**src/rtl/ntt_addr_gen.sv**
```systemverilog
// ntt_addr_gen: address and twiddle-index sequencer for an in-place NTT/INTT.
// Issues one butterfly (a, b, twiddle) per cycle, in group-major order, over
// 7 layers (q = 3329) or 8 layers (q = 8380417), forward (CT) or inverse (GS).
// Optional feature: define NTT_AG_LAYER_SYNC_EN to insert BF_LATENCY idle
// DRAIN cycles between layers so the butterfly pipeline empties first.
module ntt_addr_gen #(
  parameter int BF_LATENCY = 4
) (
  input  logic       clk_i,
  input  logic       rst_n_i,
  input  logic       start_i,
  input  logic       mode_i,
  input  logic       inv_i,
  input  logic       stall_i,
  output logic [7:0] addr_a_o,
  output logic [7:0] addr_b_o,
  output logic [7:0] tw_idx_o,
  output logic       sel_mul_o,
  output logic       sel_butterfly_o,
  output logic [2:0] layer_o,
  output logic       valid_o,
  output logic       busy_o,
  output logic       done_o
);

`ifdef NTT_AG_LAYER_SYNC_EN
  typedef enum logic [1:0] {S_IDLE = 2'd0, S_RUN = 2'd1, S_DRAIN = 2'd2, S_DONE = 2'd3} state_t;
  localparam logic [3:0] LP_DRAIN_LAST = 4'(BF_LATENCY - 1);
  logic [3:0] r_drain;
`else
  typedef enum logic [1:0] {S_IDLE = 2'd0, S_RUN = 2'd1, S_DONE = 2'd3} state_t;
  // BF_LATENCY only matters when layers are separated by DRAIN.
  logic w_unused_bf;
  assign w_unused_bf = ^BF_LATENCY;
`endif

  state_t     r_state, w_nxt;
  logic       r_mode, r_inv, r_valid, r_busy, r_done;
  logic [2:0] r_layer;
  logic [7:0] r_len, r_base, r_off, r_a, r_b, r_tw;

  logic       w_acc, w_grp_end, w_lay_end, w_last;
  logic [8:0] w_base2;
  logic [7:0] w_len_nxt, w_tw_nxt, w_len_init, w_tw_init;

  assign addr_a_o        = r_a;
  assign addr_b_o        = r_b;
  assign tw_idx_o        = r_tw;
  assign sel_mul_o       = r_mode;
  assign sel_butterfly_o = r_inv;
  assign layer_o         = r_layer;
  assign valid_o         = r_valid;
  assign busy_o          = r_busy;
  assign done_o          = r_done;

  // Sequence bookkeeping: where the current issue sits in its group/layer.
  always_comb begin
    w_acc      = (r_state == S_RUN) && !stall_i;
    w_grp_end  = (r_off == r_len - 8'd1);
    // Next group base; bit 8 set means this was the last group of the layer.
    w_base2    = {1'b0, r_base} + {r_len, 1'b0};
    w_lay_end  = w_grp_end && w_base2[8];
    w_last     = w_lay_end && (r_layer == (r_mode ? 3'd7 : 3'd6));
    w_len_nxt  = r_inv ? {r_len[6:0], 1'b0} : {1'b0, r_len[7:1]};
    w_tw_nxt   = r_inv ? r_tw - 8'd1 : r_tw + 8'd1;
    w_len_init = inv_i ? (mode_i ? 8'd1 : 8'd2) : 8'd128;
    w_tw_init  = inv_i ? (mode_i ? 8'd255 : 8'd127) : 8'd1;
  end

  // Next-state logic.
  always_comb begin
    w_nxt = r_state;
    case (r_state)
      S_IDLE: if (start_i) w_nxt = S_RUN;
      S_RUN: begin
        if (w_acc && w_last) w_nxt = S_DONE;
`ifdef NTT_AG_LAYER_SYNC_EN
        else if (w_acc && w_lay_end) w_nxt = S_DRAIN;
`endif
      end
`ifdef NTT_AG_LAYER_SYNC_EN
      S_DRAIN: if (r_drain == 4'd0) w_nxt = S_RUN;
`endif
      S_DONE:  w_nxt = S_IDLE;
      default: w_nxt = S_IDLE;
    endcase
  end

  // State register plus status flags registered from the next state.
  always_ff @(posedge clk_i or negedge rst_n_i) begin
    if (!rst_n_i) begin
      r_state <= S_IDLE;
      r_valid <= 1'b0;
      r_busy  <= 1'b0;
      r_done  <= 1'b0;
    end else begin
      r_state <= w_nxt;
      r_valid <= (w_nxt == S_RUN);
`ifdef NTT_AG_LAYER_SYNC_EN
      r_busy  <= (w_nxt == S_RUN) || (w_nxt == S_DRAIN);
`else
      r_busy  <= (w_nxt == S_RUN);
`endif
      r_done  <= (w_nxt == S_DONE);
    end
  end

  // Address / twiddle counters; frozen whenever an issue is not accepted.
  always_ff @(posedge clk_i or negedge rst_n_i) begin
    if (!rst_n_i) begin
      r_mode  <= 1'b0;
      r_inv   <= 1'b0;
      r_layer <= 3'd0;
      r_len   <= 8'd0;
      r_base  <= 8'd0;
      r_off   <= 8'd0;
      r_a     <= 8'd0;
      r_b     <= 8'd0;
      r_tw    <= 8'd0;
    end else if (r_state == S_IDLE) begin
      if (start_i) begin
        r_mode  <= mode_i;
        r_inv   <= inv_i;
        r_layer <= 3'd0;
        r_len   <= w_len_init;
        r_base  <= 8'd0;
        r_off   <= 8'd0;
        r_a     <= 8'd0;
        r_b     <= w_len_init;
        r_tw    <= w_tw_init;
      end
    end else if (w_acc && !w_last) begin
      if (w_lay_end) begin
        r_layer <= r_layer + 3'd1;
        r_len   <= w_len_nxt;
        r_base  <= 8'd0;
        r_off   <= 8'd0;
        r_a     <= 8'd0;
        r_b     <= w_len_nxt;
        r_tw    <= w_tw_nxt;
      end else if (w_grp_end) begin
        r_base  <= w_base2[7:0];
        r_off   <= 8'd0;
        r_a     <= w_base2[7:0];
        r_b     <= w_base2[7:0] + r_len;
        r_tw    <= w_tw_nxt;
      end else begin
        r_off   <= r_off + 8'd1;
        r_a     <= r_a + 8'd1;
        r_b     <= r_b + 8'd1;
      end
    end
  end

`ifdef NTT_AG_LAYER_SYNC_EN
  // Drain countdown, loaded as a layer boundary is crossed.
  always_ff @(posedge clk_i or negedge rst_n_i) begin
    if (!rst_n_i)                                  r_drain <= 4'd0;
    else if (w_acc && w_lay_end && !w_last)        r_drain <= LP_DRAIN_LAST;
    else if (r_state == S_DRAIN && r_drain != 4'd0) r_drain <= r_drain - 4'd1;
  end
`endif

endmodule

```
**config.mk**
```make
export PLATFORM = sky130hd
export DESIGN_NAME = ntt_addr_gen
export DESIGN_NICKNAME = d
export VERILOG_FILES = /design/src/rtl/ntt_addr_gen.sv
export SDC_FILE = /design/constraint.sdc
export NUM_CORES = 1
export LEC_CHECK = 0
export ABC_AREA = 1
export BUFFER_PORTS_ARGS = -buffer_cell sky130_fd_sc_hd__buf_2
export CAP_MARGIN = 20
export CORE_MARGIN = 1.5
export CORE_UTILIZATION = 65
export CTS_BUF_LIST = sky130_fd_sc_hd__clkbuf_16
export CTS_CLUSTER_DIAMETER = 80
export DETAILED_ROUTE_END_ITERATION = 7
export HOLD_SLACK_MARGIN = 0.02
export PLACE_DENSITY_LB_ADDON = 0.25
export SYNTH_ARGS = -nofsm -noshare
export SYNTH_HDL_FRONTEND = slang
export SYNTH_SLANG_ARGS = --single-unit
export TNS_END_PERCENT = 5
```
**constraint.sdc**
```tcl
create_clock -name clk_i -period 4.29 [get_ports clk_i]
set_input_delay 0.858 -clock clk_i [delete_from_list [all_inputs] [get_ports clk_i]]
set_output_delay 0.858 -clock clk_i [all_outputs]
set_load 0.005 [all_outputs]
```
==> run_results.csv <==
group,metric,value,unit
status,status,"complete, no violations",
power,cellPowerDensity,516.4,mW/mm2
worst_setup_path,cp_max_fo,47,
sta,setup-tns-final,0,ns
worst_setup_path,timing.rr.end,"r_base[1]",
yosys,number_of_cells_produced_by_synthesis,627,
clock_network,post_cts_resized,0,
finish,nets,686,
routing,drt-vias-per-instance,5.709,
power,p_sw,1.057,mW
yosys,post_synth_num_cell_types,40,
placement,rd_place_congestion,0.9884,
clock_network,clkLatencyLatePin,0.30,ns
finish,drive_above_1_share,12.67,%
floorplan,start_util,68.01,%
worst_setup_path,timing.critical_path.arrival,3.73,ns
flow_run,cap_violations,0,
sta,post-route-period-util,81.60,%
yosys,compound_cell_area_share_of_the_yosys_netlist,6.396,%
power,power.share.switching,43.78,%
clock_network,cts_root_buffer,"sky130_fd_sc_hd__clkbuf_16",
power,p_leak,2.754,nW
yosys,synth_sequential_area_ratio,32.27,%
sta,rsz_0062_raised_after_global_routing,"false",
worst_setup_path,cp_data_required_time,4.52,ns
finish,most_common_library_cell_in_the_layout_ignoring_fill_and_taps,"sky130_fd_sc_hd__nand2_1",
sta,final-max-slew-violation-count,0,
routing,detail-route-antenna-nets,0,
power,pwr-share-clk,18.0,%
yosys,synth_adder_area_share,7.836,%
finish,instances_no_fill,732,
routing,drc,0,
power,power_report.internal_total,1.357,mW
yosys,yosys_register_bits,56,
routing,drt_iter0_drc,268,
clock_network,post_cts_buffers,0,
routing,totalWireLength,10.94,mm
worst_setup_path,rr_startpoint,"r_len[1]",
sta,timing.final.setup_violations,0,
yosys,synth_area_per_cell,6.926,um2
floorplan,floorplan.rows,29,
global_routing,groute.usage.overall,32.45,%
hold_path,worstHoldStart,"r_base[1]",
power,seq_power_share,35.8,%
hold_path,holdCritPathClass,"reg -> reg",
finish,syn_to_final_growth,7.606,%
clock_network,cts_tree,"yes",
floorplan,floorplan.die.height,84.74,um
floorplan,ioPinCount,38,
hold_path,worstHoldPathCells,2,
clock_network,h-tree-depth,2,
clock_network,clock_sink_count,56,
power,pwr-share-comb,46.2,%
worst_setup_path,cp-startpoint,"r_len[1]",
placement,place.detailed.hpwl,7.870,mm
global_routing,antenna_violations_before_repair,0,
floorplan,design.core.area,0.006386,mm2
routing,firstDrtPassIters,6,
floorplan,die_w,84.74,um
yosys,muxShareOfSynthArea,0.7203,%
sta,finalHoldViolations,0,
hold_path,hold_end,"r_base[1]",
sta,finClkSkew,0.007458,ns
clock_network,cts.clk_slew.worst_paths,0.08,ns
global_routing,grt_pass1_vias,3968,
finish,most_frequent_cells_in_the_layout,"sky130_fd_sc_hd__nand2_1, sky130_fd_sc_hd__nand3_1, sky130_fd_sc_hd__inv_1, sky130_fd_sc_hd__dfrtp_1, sky130_fd_sc_hd__nor2_1",
placement,placed_area,0.004522,mm2
worst_setup_path,start_kind,"flop",
global_routing,global_route_wire_length_before_repair,18.89,mm
placement,number_of_buffers_added_on_ports,37,
yosys,synth_top_family_by_area,"simple AND/OR/NAND/NOR gates",
placement,numPlacedInstances,724,
yosys,net_count_synth,659,
sta,finalWorstPathRequiredPeriod,3.501,ns
yosys,yosys.area_share.simple,38.03,%
clock_network,cts_hold_buf,0,
yosys,yosysWarnings,0,
yosys,summed_instance_area_of_the_synthesized_netlist,0.004343,mm2
worst_setup_path,timing.setup.critical_path_class,"reg -> reg",
sta,fmax,0.2857,GHz
yosys,synthXorXnorAreaFrac,5.647,%
worst_setup_path,crit_path_end_kind,"flop",
clock_network,cts-buffers-inserted,5,
placement,post-place-ws,0.8317,ns
sta,worst_slew_margin_rel,38.65,%
finish,antenna_diodes,0,
sta,worst_margin_slew,0.9170,ns
sta,hold-worst-slack,0.4828,ns
power,worst_ir_drop_vdd,0.4019,mV
routing,vias,4179,
global_routing,grt_start_max_net_pins,57,
worst_setup_path,timing.reg2reg.setup_slack,0.79,ns
global_routing,globalRouteOverflowTotal,0,
worst_setup_path,rr_worst_depth,15,
sta,setup_slack,0.7892,ns
clock_network,cts_max_path_buffers,2,
routing,detail_route.wl_per_cell,14.95,um
finish,final_design_area_no_fill,0.004673,mm2
floorplan,die_area,0.007181,mm2
## synth_stat cells
| cell type | instances | share of area [%] |
|---|---|---|
| sky130_fd_sc_hd__nor2_8 | 1 | 0.46 |
| sky130_fd_sc_hd__clkbuf_1 | 6 | 0.52 |
| sky130_fd_sc_hd__inv_2 | 2 | 0.17 |
| sky130_fd_sc_hd__a21oi_1 | 18 | 2.1 |
| sky130_fd_sc_hd__nor3_1 | 8 | 0.92 |
| sky130_fd_sc_hd__a31o_2 | 1 | 0.20 |
| sky130_fd_sc_hd__nand4_2 | 1 | 0.29 |
| sky130_fd_sc_hd__nand3_2 | 1 | 0.23 |
| sky130_fd_sc_hd__and2b_1 | 1 | 0.17 |
| sky130_fd_sc_hd__nand3b_1 | 4 | 0.69 |
| sky130_fd_sc_hd__nor2_2 | 3 | 0.43 |
| sky130_fd_sc_hd__xnor2_1 | 9 | 1.8 |
| sky130_fd_sc_hd__mux2i_1 | 2 | 0.46 |
| sky130_fd_sc_hd__nor2b_1 | 1 | 0.14 |
| sky130_fd_sc_hd__buf_12 | 1 | 0.46 |
| sky130_fd_sc_hd__buf_4 | 2 | 0.35 |
| sky130_fd_sc_hd__o31ai_1 | 1 | 0.17 |
| sky130_fd_sc_hd__nand2b_1 | 1 | 0.14 |
| sky130_fd_sc_hd__mux2_2 | 1 | 0.26 |
| sky130_fd_sc_hd__buf_6 | 2 | 0.52 |
| sky130_fd_sc_hd__nand2_4 | 1 | 0.26 |
| sky130_fd_sc_hd__nand3_1 | 75 | 8.6 |
| sky130_fd_sc_hd__nand2_2 | 17 | 2.4 |
| sky130_fd_sc_hd__inv_1 | 69 | 6.0 |
| sky130_fd_sc_hd__ha_1 | 24 | 6.9 |
| sky130_fd_sc_hd__clkinv_1 | 1 | 0.086 |
| sky130_fd_sc_hd__o22ai_1 | 3 | 0.43 |
| sky130_fd_sc_hd__o211ai_1 | 2 | 0.35 |
| sky130_fd_sc_hd__dfrtp_1 | 56 | 32 |
| sky130_fd_sc_hd__nor3b_1 | 1 | 0.17 |
| sky130_fd_sc_hd__or2_2 | 5 | 0.72 |
| sky130_fd_sc_hd__fa_1 | 2 | 0.92 |
| sky130_fd_sc_hd__o21ai_0 | 26 | 3.0 |
| sky130_fd_sc_hd__nand2_1 | 191 | 17 |
| sky130_fd_sc_hd__a21o_1 | 1 | 0.17 |
| sky130_fd_sc_hd__nor2_4 | 2 | 0.52 |
| sky130_fd_sc_hd__nor2_1 | 51 | 4.4 |
| sky130_fd_sc_hd__xor2_1 | 19 | 3.8 |
| sky130_fd_sc_hd__buf_2 | 9 | 1.0 |
| sky130_fd_sc_hd__nand4_1 | 6 | 0.86 |
## per-layer routing
| metal | routed length, um | vias up | track usage [%] |
|---|---|---|---|
| li1 | - | 2051 | - |
| met5 | 0 | - | 0 |
| met1 | 4875 | 1936 | 44.12 |
| met2 | 5230 | 168 | 54.83 |
| met3 | 634 | 24 | 4.720 |
| met4 | 200 | 0 | 7.918 |
## registers in the layout, summed over array words and instances (netlist names), 2 cells and up
| signal | count |
|---|---|
| addr_b_o | 8 |
| r_off | 8 |
| r_state | 2 |
| r_len | 8 |
| addr_a_o | 8 |
| tw_idx_o | 8 |
| layer_o | 3 |
| r_base | 7 |
## critical path, cell delays in order, from the launching register on
cell                      delay [ns]
sky130_fd_sc_hd__dfrtp_1        0.46
sky130_fd_sc_hd__inv_1          0.26
sky130_fd_sc_hd__ha_1           0.30
sky130_fd_sc_hd__nand2_1        0.08
sky130_fd_sc_hd__inv_1          0.04
sky130_fd_sc_hd__nor2_1         0.08
sky130_fd_sc_hd__nand2_1        0.06
sky130_fd_sc_hd__nor2_1         0.10
sky130_fd_sc_hd__nand3_1        0.16
sky130_fd_sc_hd__nor2_8         0.19
sky130_fd_sc_hd__nand4_2        0.16
sky130_fd_sc_hd__nand2_2        0.29
sky130_fd_sc_hd__nand2_2        0.60
sky130_fd_sc_hd__nand2_4        0.48
sky130_fd_sc_hd__nand2_1        0.08
sky130_fd_sc_hd__nand2_1        0.07
## metrics by stage
step	util (%)	power (mW)
after floorplan	-	1.650
after global placement	70.81	1.929
after detailed placement	70.81	1.971
after CTS	73.18	2.412
after global routing	73.18	2.629
final	73.18	2.413
## how the worst max path moves through the flow
stage	endpoint	slack [ns]
after floorplan	addr_b_o[7]	1.74
after global placement	r_base[1]	0.91
after detailed placement	r_base[4]	0.83
after CTS	r_base[1]	0.80
after global routing	r_base[2]	0.50
final	r_base[1]	0.79
## cell type report
type,count,area [um2]
flip-flops and latches,56,1401
repair buffers,40,207.7
clock buffers,5,125.1
fillers,531,1713
well taps,77,96.34
inverters,72,270.3
clock inverters,3,26.28
multi-input cells,479,2546
## cells by family after synthesis
kind of cell               Yosys count
muxes                                3
DFF                                 56
buffers and inverters               92
xor gates and xnor gates            28
and+or+nand+nor                    370
adders and majority gates           26
AOI/OAI and AO/OA                   52
## power by group through the flow
stage	clock [mW]	sequential (mW)	combinational (mW)
detailed placement	0	0.867	1.10
floorplan	0	0.837	0.813
CTS	0.438	0.860	1.11
global placement	0	0.860	1.07
finish	0.435	0.864	1.11
global route	0.457	0.888	1.28
Note: power is estimated with default switching activity, not from simulation.
